==> config.mk <==
export PLATFORM = sky130hd
export DESIGN_NAME = rr_arbiter8
export DESIGN_NICKNAME = d
export VERILOG_FILES = /design/src/rtl/arb_pkg.sv /design/src/rtl/rr_pick8.sv /design/src/rtl/rr_arbiter8.sv
export SDC_FILE = /design/constraint.sdc
export NUM_CORES = 1
export LEC_CHECK = 0
export CAP_MARGIN = 20
export CORE_MARGIN = 2
export CORE_UTILIZATION = 57
export CTS_BUF_LIST = sky130_fd_sc_hd__clkbuf_8
export DETAILED_ROUTE_END_ITERATION = 6
export PLACE_DENSITY_LB_ADDON = 0.05
export SYNTH_ARGS = -nofsm -noshare
export SYNTH_HDL_FRONTEND = slang
export SYNTH_SLANG_ARGS = --single-unit
==> constraint.sdc <==
create_clock -name clk -period 4.07 [get_ports clk]
set_clock_uncertainty 0.05 [all_clocks]
set_input_delay 0.407 -clock clk [delete_from_list [all_inputs] [get_ports clk]]
set_output_delay 0.407 -clock clk [all_outputs]
set_load 0.05 [all_outputs]
==> src/rtl/arb_pkg.sv <==
// arb_pkg: shared constants, FSM state type and one-hot helper for the round-robin arbiter
package arb_pkg;
    localparam int N_REQ = 8;
    localparam int IDX_W = 3;

    typedef enum logic {ARB_IDLE, ARB_BUSY} arb_state_t;

    function automatic logic [N_REQ-1:0] idx2oh(input logic [IDX_W-1:0] i);
        return N_REQ'(1) << i;
    endfunction
endpackage

==> src/rtl/rr_pick8.sv <==
// rr_pick8: rotating-priority 8-to-3 encoder; first unmasked request at or after ptr
module rr_pick8 import arb_pkg::*; (
    input  logic [N_REQ-1:0] req,
    input  logic [IDX_W-1:0] ptr,
    input  logic [N_REQ-1:0] mask,
    output logic [IDX_W-1:0] idx,
    output logic             any
);
    logic [N_REQ-1:0]   m;
    logic [2*N_REQ-1:0] dbl;
    logic [IDX_W-1:0]   lo;

    assign m   = req & ~mask;
    assign dbl = {m, m} >> ptr;
    assign any = |m;
    assign idx = lo + ptr;

    // Descending scan so the lowest set bit of the rotated vector wins
    always_comb begin
        lo = '0;
        for (int i = N_REQ - 1; i >= 0; i--)
            if (dbl[i]) lo = IDX_W'(i);
    end
endmodule

==> src/rtl/rr_arbiter8.sv <==
// rr_arbiter8: round-robin arbiter for 8 requesters with grant hold and optional hold-limit preemption
module rr_arbiter8 import arb_pkg::*; #(
    parameter int HOLD_MAX = 16,
    parameter int CNT_W    = 5
) (
    input  logic             clk,
    input  logic             rst,
    input  logic             en,
    input  logic [N_REQ-1:0] req,
    output logic [N_REQ-1:0] gnt,
    output logic [IDX_W-1:0] gnt_idx,
    output logic             gnt_valid
);
    arb_state_t       state, state_n;
    logic [IDX_W-1:0] ptr, pick_idx;
    logic [N_REQ-1:0] mask;
    logic [CNT_W-1:0] cnt;
    logic             pick_any, preempt, keep, grant;

    rr_pick8 u_pick (.req(req), .ptr(ptr), .mask(mask), .idx(pick_idx), .any(pick_any));

    // Excluding the owner makes pick_any mean "someone else is waiting"
    assign mask    = (state == ARB_BUSY) ? idx2oh(gnt_idx) : '0;
    assign preempt = (HOLD_MAX != 0) && (cnt >= CNT_W'(HOLD_MAX - 1)) && pick_any;

    always_comb begin
        keep    = en && (state == ARB_BUSY) && req[gnt_idx] && !preempt;
        grant   = en && !keep && pick_any;
        state_n = (keep || grant) ? ARB_BUSY : ARB_IDLE;
    end

    always_ff @(posedge clk) begin
        if (rst) begin
            state     <= ARB_IDLE;
            gnt       <= '0;
            gnt_idx   <= '0;
            gnt_valid <= 1'b0;
            ptr       <= '0;
            cnt       <= '0;
        end else begin
            state     <= state_n;
            gnt_valid <= keep || grant;
            gnt       <= grant ? idx2oh(pick_idx) : (keep ? gnt : '0);
            cnt       <= keep ? ((cnt == '1) ? cnt : cnt + CNT_W'(1)) : '0;
            if (grant) begin
                gnt_idx <= pick_idx;
                ptr     <= pick_idx + IDX_W'(1);
            end
        end
    end
endmodule

==> impl_results.md, run 1 <==
* Status: finished clean
* Tot GR Track Use at 0.257
* Cell area after synthesis at 1670 um2
* Port bufs at 22
* Ys flop type: dfxtp_1
* Setup TNS at 0 ns
* Most frequent cells after synthesis: 20 x dfxtp_1, 18 x nor2_1, 13 x nand2_1
* Die area at 3390 um2
* Final WL at 4.21 mm
* F_max at 259 MHz
* Starting Density at 0.602
* Post-Synthesis Cells at 187
* Critical Path RT at 4.16 ns
* Vias at 1579
* H-tree lvl count at 1
* Clk slew on worst S/H paths at 0.08 ns
* Initial antenna violation count at 0
* R2r setup slk at 0.26 ns
* Antenna Cells at 0
* DR WL/cell at 17.7 um
* I/O Pins at 23
* Rel. slew slack at 0.507
* Fin crit share at 0.948
* Min-Delay Path Class: flip-flop to flip-flop
* Share of layout cells above drive strength 1 at 0.164
* CORE AREA at 2780 um2
* CP top delay family: adder cells
* Yosys cell types at 60
* Max FO, Critical Path at 5
* Post-synthesis sequential area ratio at 0.239
* GRT overflow at 0
* Max-Cap Viols at 0
* CP arrival at 3.95 ns
* Final Max Tran Viols at 0
* CP most frequent cell: ha_1
* Synth area leaders: dfxtp_1 24%, ha_1 6.7%, a32o_1 4.8%
* Count leader, synth: dfxtp_1
* Clock power share at 0.129
* RSZ-0062 raised after global routing: no
* Routed Antenna Nets at 0
* Die span in y at 58.2 um
* Cell breakdown of the critical path: clkdlybuf4s50_1, nor2b_1, a22oi_1, mux4_1, a211oi_1, nor3_1, ha_1, fa_1, xor2_2, xnor2_2, inv_2, ha_1, nand2_1, a21oi_1
* Drt initial violations at 153
* Largest net degree at the start of global routing at 20
* Switch share at 0.482
* CTS tree: built
* Sw power at 0.743 mW
* Cell internal pwr at 0.799 mW
* Post-route DRC at 0
* FP Rows at 19
* Yosys top cell area share at 0.239
* Post-synthesis net count at 208
* Ys async rst share at 0
* Worst slew pin tran at 0.738 ns
* Syn-to-layout area delta at 20.0%
* Leak at 0.745 nW
* Finished Layout Cells at 238
* Post-synth EDFFs at 0
* Pwr per Cell Area at 768 nW/um2
* Clk_lat worst skew at 0.26 ns
* Synthesized flop and latch total at 20
* Die W at 58.2 um
* Root Buffer: clkbuf_8
* # fillers at 228
* Largest area contributor in the netlist: dfxtp_1
* Longest Clk Path Bufs at 2
* Vias in the first global route at 1507
* Detailed Place HPWL at 3.10 mm
* CTS Buf Count at 3
* Max incr delay on CP at 0.57 ns
* Slowest CP cell: mux4_1
* First-pass GRT wire length at 6.86 mm
* Sequential power share at 0.229
* Clk sinks at 20
* Endpoints failing hold at 0
* DR vias/cell at 6.63
* # setup viols final at 0
* Gpl congestion at 0.941
* Critical path buffer and inverter count at 2
* Syn Area/Cell at 8.95 um2
* CP startpoint kind: primary input
* Drt first pass iters at 4
* Peak supply drop at 0.706 mV
* Yosys warnings at 0
* Kind of critical path: primary input to flip-flop
* Comb pwr share at 0.643
* Min Clock Period, post-route at 3.86 ns
* Fin nets at 229
* Placed cell count at 233
* Crit end category: flip-flop
-- final cells by class --
cell class              count  area [um2]  share of cell area
clock buffers               3        41.3              0.0206
multi-input cells         150        1220               0.606
inverters                   7        26.3              0.0131
repair buffers             26         250               0.125
clock inverters             1        30.0              0.0150
well taps                  31        38.8              0.0193
flip-flops and latches     20         405               0.202
-- logic make-up (layout without fill, tap and decap cells) --
logic type	count (synthesis)	in the layout	synth area share
AND/OR/NAND/NOR	73	73	0.254
AO/OA/AOI/OAI	52	52	0.256
flip-flops	20	20	0.239
buffers and inverters	17	37	0.0545
adder cells (fa/ha/maj)	10	10	0.0792
multiplexers	10	10	0.0867
XOR/XNOR	5	5	0.0306
-- layer usage --
layer	global-route usage	vias to the layer above	wire length, um
li1	-	760	-
met1	0.337	764	1810
met2	0.450	46	2190
met3	0.0201	9	139
met4	0.0764	0	68
met5	0	-	0
-- metrics by stage --
step | power (mW) | utilization | setup slack (ns) | hold slack (ns) | instance area, um2
after floorplan | 1.06 | - | 0.203 | 0.436 | 1670
after global placement | 1.26 | 0.680 | 0.160 | 0.413 | 1890
after detailed placement | 1.28 | 0.680 | 0.0525 | 0.409 | 1890
after CTS | 1.50 | 0.705 | 0.147 | 0.432 | 1960
after global routing | 1.64 | 0.722 | 0.00000400 | 0.440 | 2010
final | 1.54 | 0.722 | 0.213 | 0.428 | 2010
-- flip-flops by register name (all words and copies together) (netlist names) --
signal	count
gnt	8
gnt_idx	3
gnt_valid	1
ptr	3
cnt	5
-- layout by cell type (no fill, tap or decap), types with 2 or more instances in the layout --
| cell type | n |
|---|---|
| buf_4 | 4 |
| a32o_1 | 8 |
| and3_1 | 2 |
| o211ai_1 | 3 |
| a21oi_1 | 8 |
| a32oi_1 | 3 |
| clkbuf_8 | 3 |
| nor3_1 | 5 |
| mux2_2 | 3 |
| o22ai_1 | 2 |
| or3_1 | 2 |
| mux4_2 | 2 |
| a211oi_1 | 4 |
| nand2b_1 | 2 |
| o21ai_0 | 4 |
| nor2b_1 | 9 |
| a32oi_2 | 2 |
| nand2_1 | 13 |
| nor2_1 | 18 |
| and2_1 | 2 |
| mux2i_1 | 4 |
| nand4bb_1 | 3 |
| xor2_1 | 2 |
| clkdlybuf4s50_1 | 22 |
| or2_2 | 2 |
| dfxtp_2 | 4 |
| nand4b_1 | 3 |
| a22oi_1 | 5 |
| dfxtp_1 | 16 |
| a31oi_1 | 2 |
| ha_1 | 9 |
| inv_1 | 5 |
-- power by group through the flow --
stage / Clock (mW) / Combinational, mW / Sequential [mW]
final: 0.199 / 0.991 / 0.353
after detailed placement: 0 / 0.937 / 0.347
after global routing: 0.207 / 1.07 / 0.367
after CTS: 0.199 / 0.959 / 0.343
after global placement: 0 / 0.914 / 0.344
after floorplan: 0 / 0.668 / 0.395
-- repair_timing --
item | CTS | global route
setup endpoints to repair | 0 | 5
resized for setup | 0 | 8
buffers inserted | 0 | 1
hold buffers | 0 | 0
-- worst paths after layout --
path,from,endpoint,depth (start not counted)
setup reg to reg,gnt_idx[1],ptr[2],15
hold / removal,gnt[6],gnt[6],1
setup / recovery,req[0],ptr[2],14
hold reg to reg,gnt[6],gnt[6],1
(Power assumes the default switching activity.)
==> run 2, diff against run 1 <==
- CORE_MARGIN: 2 -> default
==> impl_results.md, run 2 (synthesis gave the netlist of run 1 again) <==
* Critical path buffer and inverter count at 1 (-1)
* Root Buffer: clkbuf_8
* Hold buffer count at cts at 0 (unchanged)
* Post-route DRC at 0 (unchanged)
* Share of layout cells above drive strength 1 at 0.150 (-0.0145)
* Cell breakdown of the critical path: or4b_4, a221oi_2, a211oi_1, a21oi_1, o21ai_0, a211oi_1, nor3_1, ha_1, fa_1, xor2_2, xnor2_2, inv_2, ha_1, nand2_1, a21oi_1
* Die W at 56.2 um (-3.4%)
* Drt initial violations at 92 (-40%)
* Depth of the worst hold-timing path at 1 (unchanged)
* Max incr delay on CP at 0.59 ns (+0.02 ns)
* Tot Pwr at 1.51 mW (-1.9%)
* # setup viols final at 0 (unchanged)
* Longest Clk Path Bufs at 2 (unchanged)
* Commonest non-fill, non-tap cell in the layout: clkdlybuf4s50_1
* Largest register by flop count: gnt
* Largest net degree at the start of global routing at 20 (unchanged)
* Largest registers: gnt (8), cnt (5)
* Most frequent cells in the layout: 22 x clkdlybuf4s50_1, 18 x nor2_1, 17 x dfxtp_1
* Detailed Place HPWL at 2.88 mm (-6.9%)
* CTS tree: built
* Crit end category: flip-flop
* Setup TNS at 0 ns (unchanged)
* Min-Delay Path Class: flip-flop to flip-flop
* Pwr per Cell Area at 764 nW/um2 (-0.51%)
* Vias in the first global route at 1498 (-0.60%)
* Vias at 1563 (-1.0%)
* Routed Antenna Nets at 0 (unchanged)
* WP depth at 15 (+1)
* Final Instance Area at 1980 um2 (-1.4%)
* FP Rows at 19 (unchanged)
* Max-Cap Viols at 0 (unchanged)
* Slowest CP cell: or4b_4
* DR WL/cell at 16.2 um (-8.2%)
* Port bufs at 22 (unchanged)
* F_max at 263 MHz (+1.4%)
* Critical Path RT at 4.15 ns (about the same)
* CORE AREA at 2760 um2 (-0.85%)
* Hold WS at 0.425 ns (-0.00279 ns)
* Kind of critical path: flip-flop to flip-flop
* R2R Path End: ptr[2]
* Antenna Cells at 0 (unchanged)
* Multi-input gate area at 1190 um2 (-2.2%)
* RSZ-0062 raised after global routing: no
* Final Max Tran Viols at 0 (unchanged)
* Register area at 404 um2 (-0.31%)
* CP top delay family: compound AO/OA/AOI/OAI gates
* Clk slew on worst S/H paths at 0.07 ns (about the same)
* # fillers at 233 (+2.2%)
* Max FO, Critical Path at 16 (+11)
* CTS Buf Count at 3 (unchanged)
* Worst reg2reg path depth at 15 (unchanged)
* Gpl congestion at 0.881 (-6.4%)
* Setup crit end: ptr[2]
* Status: finished clean
* Fin nets at 229 (unchanged)
* First-pass GRT wire length at 6.58 mm (-4.0%)
* GRT overflow at 0 (unchanged)
* H-tree lvl count at 1 (unchanged)
* Fin crit share at 0.934 (-0.0134)
* Starting Density at 0.607 (+0.00519)
* Endpoints failing hold at 0 (unchanged)
* Syn-to-layout area delta at 18.3%
* I/O Pins at 23 (unchanged)
* Peak supply drop at 0.733 mV (+3.7%)
* Tot GR Track Use at 0.259 (+0.00206)
* Initial antenna violation count at 0 (unchanged)
* Final WL at 3.87 mm (-8.2%)
* Rel. slew slack at 0.525 (+0.0181)
* Largest register FFs at 8 (unchanged)
* Drt first pass iters at 5 (+1)
* Clk sinks at 20 (unchanged)
* Die area at 3160 um2 (-6.8%)
* Clk_lat worst skew at 0.25 ns (about the same)
* Leak at 0.739 nW (-0.74%)
* Worst slew pin tran at 0.711 ns (-0.0272 ns)
* R2r startpoint: gnt_idx[0]
* Placed cell areas at 1880 um2 (-0.40%)
* R2r setup slk at 0.27 ns (about the same)
* DR vias/cell at 6.57 (-1.0%)
* Crit path from: gnt_idx[0]
* Die span in y at 56.2 um (-3.4%)
* Min Clock Period, post-route at 3.80 ns (-0.0544 ns)
* CP startpoint kind: flip-flop
* CP arrival at 3.88 ns (-0.07 ns)
[run 2: cell count changes in the layout (fill, tap and decap cells not counted)]
cell / previous run / this run
a32oi_2: 2 / 0
a221oi_4: 1 / 0
dfxtp_2: 4 / 3
a221oi_2: 0 / 1
dfxtp_1: 16 / 17
a32oi_1: 3 / 5
[run 2: layout make-up]
class / instances / area share
multi-input combinational: 150 / 0.601
sequential: 20 / 0.204
timing repair buffer: 26 / 0.126
clock buffer: 3 / 0.0208
tap: 31 / 0.0196
clock inverter: 1 / 0.0152
inverter: 7 / 0.0133
[run 2: power by group]
part,internal [mW],switching (mW)
registers,0.244,0.112
logic,0.424,0.539
clock network,0.131,0.0631
[run 2: per-stage QoR]
step,utilization,std cells,setup slack [ns]
2_1_floorplan,-,187,0.203
3_3_place_gp,0.683,232,0.142
3_5_place_dp,0.683,232,0.123
4_1_cts,0.709,236,0.137
5_1_grt,0.718,238,0.00354
6_report,0.718,238,0.267
[run 2: worst min-delay path by stage]
stage                  end  slack, ns  startpoint
global route        gnt[6]       0.47      gnt[6]
CTS                 gnt[6]       0.43      gnt[6]
finish              gnt[6]       0.42      gnt[6]
global placement    gnt[2]       0.41      gnt[2]
detailed placement  gnt[0]       0.41      gnt[0]
floorplan           cnt[3]       0.44      cnt[3]
[run 2: worst reg2reg max path, cell delays in order, from the launching register on]
cell and delay [ns]:
dfxtp_2 0.41, or4b_4 0.59, a221oi_2 0.32, a211oi_1 0.12, a21oi_1 0.16, o21ai_0 0.10
a211oi_1 0.24, nor3_1 0.08, ha_1 0.19, fa_1 0.40, xor2_2 0.19, xnor2_2 0.31
inv_2 0.10, ha_1 0.30, nand2_1 0.06, a21oi_1 0.05
[run 2: metal layers]
layer,vias up,global-route usage,part of all wire
li1,755,-,-
met4,0,0.146,0.026
met1,761,0.326,0.46
met2,41,0.423,0.48
met5,-,0,0
met3,6,0.0349,0.033
[run 2: repair_timing]
item,4_1_cts,5_1_grt
setup buffers,0,2
endpoints found under the hold margin,0,0
setup endpoints to repair,0,4
gates resized for setup,0,4
==> run 3, diff against run 2 <==
- RECOVER_POWER: default -> 25
==> impl_results.md, run 3 (synthesis gave the netlist of run 1 again) <==
* Die area at 3160 um2 (unchanged)
* PnR worst setup slack at 0.280 ns (+0.0126 ns)
* Drt initial violations at 103 (+12%)
* DR WL/cell at 16.3 um (+0.23%)
* Detailed Place HPWL at 2.88 mm (unchanged)
* Max-Cap Viols at 0 (unchanged)
* Comb pwr share at 0.635 (-0.002)
* Drt first pass iters at 4 (-1)
* Final Max Tran Viols at 0 (unchanged)
* R2r setup slk at 0.28 ns (about the same)
* Sw power at 0.715 mW (about the same)
* Share of layout cells above drive strength 1 at 0.150 (unchanged)
* Placed cell areas at 1880 um2 (unchanged)
* Status: finished clean
* Tot GR Track Use at 0.259 (unchanged)
* Switch share at 0.474 (+0.00214)
* First-pass GRT wire length at 6.58 mm (unchanged)
* Min-Delay Path Class: flip-flop to flip-flop
* Gpl congestion at 0.881 (unchanged)
* CP startpoint kind: flip-flop
* CP arrival at 3.87 ns (about the same)
* Final WL at 3.87 mm (+0.23%)
* RSZ-0062 raised after global routing: no
* Root Buffer: clkbuf_8
* Routed Antenna Nets at 0 (unchanged)
* Pwr per Cell Area at 761 nW/um2 (-0.42%)
* Worst slew pin tran at 0.716 ns (+0.00485 ns)
* Fin crit share at 0.931 (-0.00310)
* Setup TNS at 0 ns (unchanged)
* CTS Buf Count at 3 (unchanged)
* Final Instance Area at 1980 um2 (unchanged)
* Largest register FFs at 8 (unchanged)
* Cell internal pwr at 0.793 mW (-0.82%)
* Largest register by flop count: gnt
* F_max at 264 MHz (+0.33%)
* Min Clock Period, post-route at 3.79 ns (-0.0126 ns)
* Hold buffer count at cts at 0 (unchanged)
* Post-route DRC at 0 (unchanged)
* Critical Path RT at 4.15 ns (about the same)
* Kind of critical path: flip-flop to flip-flop
* Syn-to-layout area delta at 18.3% (unchanged)
* Fin nets at 229 (unchanged)
* R2r startpoint: gnt_idx[0]
* Clock power share at 0.129 (about the same)
* Peak supply drop at 0.725 mV (-1.1%)
* Commonest non-fill, non-tap cell in the layout: nor2_1
* Largest net degree at the start of global routing at 20 (unchanged)
* CTS tree: built
* Die span in y at 56.2 um (unchanged)
* Clk slew on worst S/H paths at 0.07 ns (about the same)
* R2R Path End: ptr[2]
* # fillers at 233 (unchanged)
* CORE AREA at 2760 um2 (unchanged)
* Longest Clk Path Bufs at 2 (unchanged)
* Vias in the first global route at 1498 (unchanged)
* I/O Pins at 23 (unchanged)
* Worst reg2reg path depth at 15 (unchanged)
* Sequential power share at 0.236 (about the same)
* Crit end category: flip-flop
* Endpoints failing hold at 0 (unchanged)
* DR vias/cell at 6.62 (+0.77%)
* Leak at 0.767 nW (+3.7%)
* Max FO, Critical Path at 16 (unchanged)
* Clk sinks at 20 (unchanged)
* Most frequent cells in the layout: 18 x nor2_1, 17 x dfxtp_1, 14 x clkdlybuf4s50_1
* H-tree lvl count at 1 (unchanged)
* Starting Density at 0.607 (unchanged)
* Post-Place Setup Slack at 0.123 ns (unchanged)
* Clk_lat worst skew at 0.25 ns (about the same)
* Initial antenna violation count at 0 (unchanged)
* Vias at 1575 (+0.77%)
* FP Rows at 19 (unchanged)
* Largest registers: gnt (8), cnt (5)
* Antenna Cells at 0 (unchanged)
* # setup viols final at 0 (unchanged)
* Die W at 56.2 um (unchanged)
* Port bufs at 22 (unchanged)
* Setup crit end: ptr[2]
* Rel. slew slack at 0.522 (-0.00324)
* Crit path from: gnt_idx[0]
* GRT overflow at 0 (unchanged)
[run 3: cell types whose count changed in the layout (fill, tap and decap cells not counted), sizes merged]
cell,delta
clkdlybuf4s50,-8
dlygate4sd3,+8
[run 3: through the flow]
step	power [mW]	cells	utilization	hold slack (ns)
final	1.51	238	0.718	0.422
after floorplan	1.06	187	-	0.436
after global routing	1.62	238	0.718	0.460
after CTS	1.47	236	0.709	0.433
after global placement	1.25	232	0.683	0.414
after detailed placement	1.27	232	0.683	0.412
[run 3: worst min-delay path by stage]
stage	startpoint	cells past startpoint	slack, ns	end
after floorplan	cnt[3]	2	0.44	cnt[3]
after global placement	gnt[2]	1	0.41	gnt[2]
after detailed placement	gnt[0]	1	0.41	gnt[0]
after CTS	gnt[6]	1	0.43	gnt[6]
after global routing	gnt[6]	1	0.46	gnt[6]
final	gnt[6]	1	0.42	gnt[6]
[run 3: critical path: stages, from the launching register on]
cell	delay, ns
dfxtp_2	0.41
or4b_4	0.59
a221oi_2	0.32
a211oi_1	0.12
a21oi_1	0.16
o21ai_0	0.10
a211oi_1	0.24
nor3_1	0.08
ha_1	0.19
fa_1	0.40
xor2_2	0.19
xnor2_2	0.30
inv_2	0.10
ha_1	0.30
nand2_1	0.06
a21oi_1	0.05
[run 3: layout make-up]
type | instances | area (um2) | share of cell area
Multi-Input combinational cell | 150 | 1190 | 0.601
Sequential cell | 20 | 404 | 0.204
Timing Repair Buffer | 26 | 250 | 0.126
Clock buffer | 3 | 41.3 | 0.0208
Tap cell | 31 | 38.8 | 0.0196
Clock inverter | 1 | 30.0 | 0.0152
Inverter | 7 | 26.3 | 0.0133
[run 3: routing by layer]
metal / global-route usage / up-vias / part of all wire
met4: 0.146 / 0 / 0.028
met3: 0.0349 / 7 / 0.037
met2: 0.423 / 45 / 0.48
li1: - / 758 / -
met5: 0 / - / 0
met1: 0.326 / 765 / 0.45
[run 3: timing repair]
| action | 4_1_cts | 5_1_grt |
|---|---|---|
| endpoints found under the setup margin | 0 | 4 |
| setup buffers | 0 | 2 |
| resized for setup | 0 | 4 |
[run 3: power by group through the flow]
stage / logic, mW / registers (mW) / clock network, mW
after global routing: 1.04 / 0.366 / 0.209
after detailed placement: 0.914 / 0.354 / 0
after CTS: 0.925 / 0.350 / 0.199
final: 0.958 / 0.355 / 0.194
after global placement: 0.900 / 0.348 / 0
after floorplan: 0.668 / 0.395 / 0
==> RTL edit, RTL diff (settings of run 2) <==
Set the package constant `IDX_W` to 2 (it was 3).
--- a/src/rtl/arb_pkg.sv
+++ b/src/rtl/arb_pkg.sv
@@ -1,7 +1,7 @@
 // arb_pkg: shared constants, FSM state type and one-hot helper for the round-robin arbiter
 package arb_pkg;
     localparam int N_REQ = 8;
-    localparam int IDX_W = 3;
+    localparam int IDX_W = 2;
 
     typedef enum logic {ARB_IDLE, ARB_BUSY} arb_state_t;
 
Ports: changed (resized gnt_idx); port bits go from 23 to 22. No check against the original RTL was run, so the function may have changed too.
==> RTL edit against run 2 <==
  * First-iteration DRC count decreased by 65%
  * Routed wire length shrank 37%
  * Worst setup slack improved by 660 ps
  * Synthesized area is 27% lower
  * Cell area shrank 29%
  * Sequential cell count fell by 6
  * Total power decreased by 50%
==> RTL edit: results (changes against run 2) <==
DR WL met3: 93 µm (was 128 µm)
synth top area cells: dfxtp_1 23%, nor2_1 5.5%, ha_1 5.1%, mux2i_1 4.9%, buf_4 4.3% (was dfxtp_1 24%, ha_1 6.7%, a32o_1 4.8%, nor2_1 4.0%, nor2b_1 3.4%)
Distinct cells, synth: 53 (was 60)
adder-cell share of the synthesized area: 5.12% (was 7.92%)
Worst path slowest cell: dfxtp_1 (was or4b_4)
critical path data arrival time: 3230 ps (was 3880 ps)
largest net degree at the start of global routing: 19 (was 20)
relative slew slack: 50.4% (was 52.5%)
initial DRC count: 32 (was 92)
Compound-Gate Fraction of Synth Area: 28.1% (was 25.6%)
post-synthesis sequential area ratio: 23.0% (was 23.9%)
outcome: finished clean (unchanged)
final wirelength: 2450 µm (was 3870 µm)
GRT met3 Usage: 2.96% (was 3.49%)
GR Util All Layers: 21.5% (was 25.9%)
Vias: 1,077 (was 1,563)
met2 GRT Util: 36.5% (was 42.3%)
routed wl met2: 1190 µm (was 1870 µm)
FF-to-FF setup slack: 930 ps (was 270 ps)
clk_lat worst skew: 240 ps
GP Congestion: 0.864 (was 0.881)
number of global-route vias before repair: 873 (was 1,498)
Sw Ratio: 45.4% (was 47.2%)
placed inst area: 1370 µm² (was 1880 µm²)
Worst VDD drop: 396 µV (was 733 µV)
Synth top cells by count: 18 x nor2_1, 14 x dfxtp_1, 8 x inv_1, 8 x nand2_1, 7 x buf_4 (was 20 x dfxtp_1, 18 x nor2_1, 13 x nand2_1)
post-synthesis xor/xnor area fraction: 4.82% (was 3.06%)
Filler cells: 160 (was 233)
cts repair resizes: 0 (unchanged)
DP HPWL: 1840 µm (was 2880 µm)
Top Registers: cnt (5), gnt (4) (was gnt (8), cnt (5))
share of layout cells above drive strength 1: 13.2% (was 15.0%)
PortBufs: 17 (was 22)
critical path's largest stage delay: 800 ps (was 590 ps)
M1 WL: 1150 µm (was 1760 µm)
multiplexer share of the synthesized area: 10.5% (was 8.67%)
Worst-path clk slew: 50 ps (was 70 ps)
Leak Pwr: 0.557 nW (was 0.739 nW)
met1 GRT Util: 26.5% (was 32.6%)
critical path peak fanout: 18 (was 16)
Pre-Repair DR Iteration Count: 4 (was 5)
first-pass GRT wire length: 3500 µm (was 6580 µm)
fin nets: 170 (was 229)
## RTL edit: cell type report
| class | count | area [µm²] | share of cell area [%] |
|---|---|---|---|
| multi-input cells | 109 | 851 | 60.2 |
| flip-flops and latches | 14 | 280 | 19.8 |
| repair buffers | 18 | 178 | 12.6 |
| clock buffers | 3 | 41.3 | 2.92 |
| well taps | 27 | 33.8 | 2.39 |
| inverters | 8 | 30.0 | 2.12 |
## RTL edit: through the flow
step                power [mW]  setup slack, ps  hold slack (ps)  std cells  util, %
floorplan                0.568              944              441        141        -
global placement         0.646              842              387        176     69.3
detailed placement       0.653              769              392        176     69.3
CTS                      0.763              931              410        179     71.3
global route             0.808              738              432        179     71.3
finish                   0.762              932              403        179     71.3
## RTL edit: final timing paths
path	from	end	depth (start not counted)
min reg2reg	gnt[3]	gnt[3]	2
max reg2reg	ptr[0]	ptr[1]	9
min	gnt[3]	gnt[3]	2
max	ptr[0]	ptr[1]	9
## RTL edit: power groups by stage
stage / sequential [mW] / combinational, mW / clock, mW
finish: 0.221 / 0.433 / 0.108
global route: 0.228 / 0.466 / 0.114
CTS: 0.221 / 0.432 / 0.110
detailed placement: 0.224 / 0.430 / 0
global placement: 0.224 / 0.423 / 0
floorplan: 0.239 / 0.329 / 0
## RTL edit: cell families (layout without fill, tap and decap cells)
| family | count (synthesis) | after routing |
|---|---|---|
| other | 1 | 4 |
| muxes | 10 | 10 |
| and+or+nand+nor | 48 | 48 |
| xor gates and xnor gates | 5 | 5 |
| AOI/OAI and AO/OA | 37 | 37 |
| adders and majority gates | 5 | 5 |
| DFF | 14 | 14 |
| buffers and inverters | 18 | 29 |
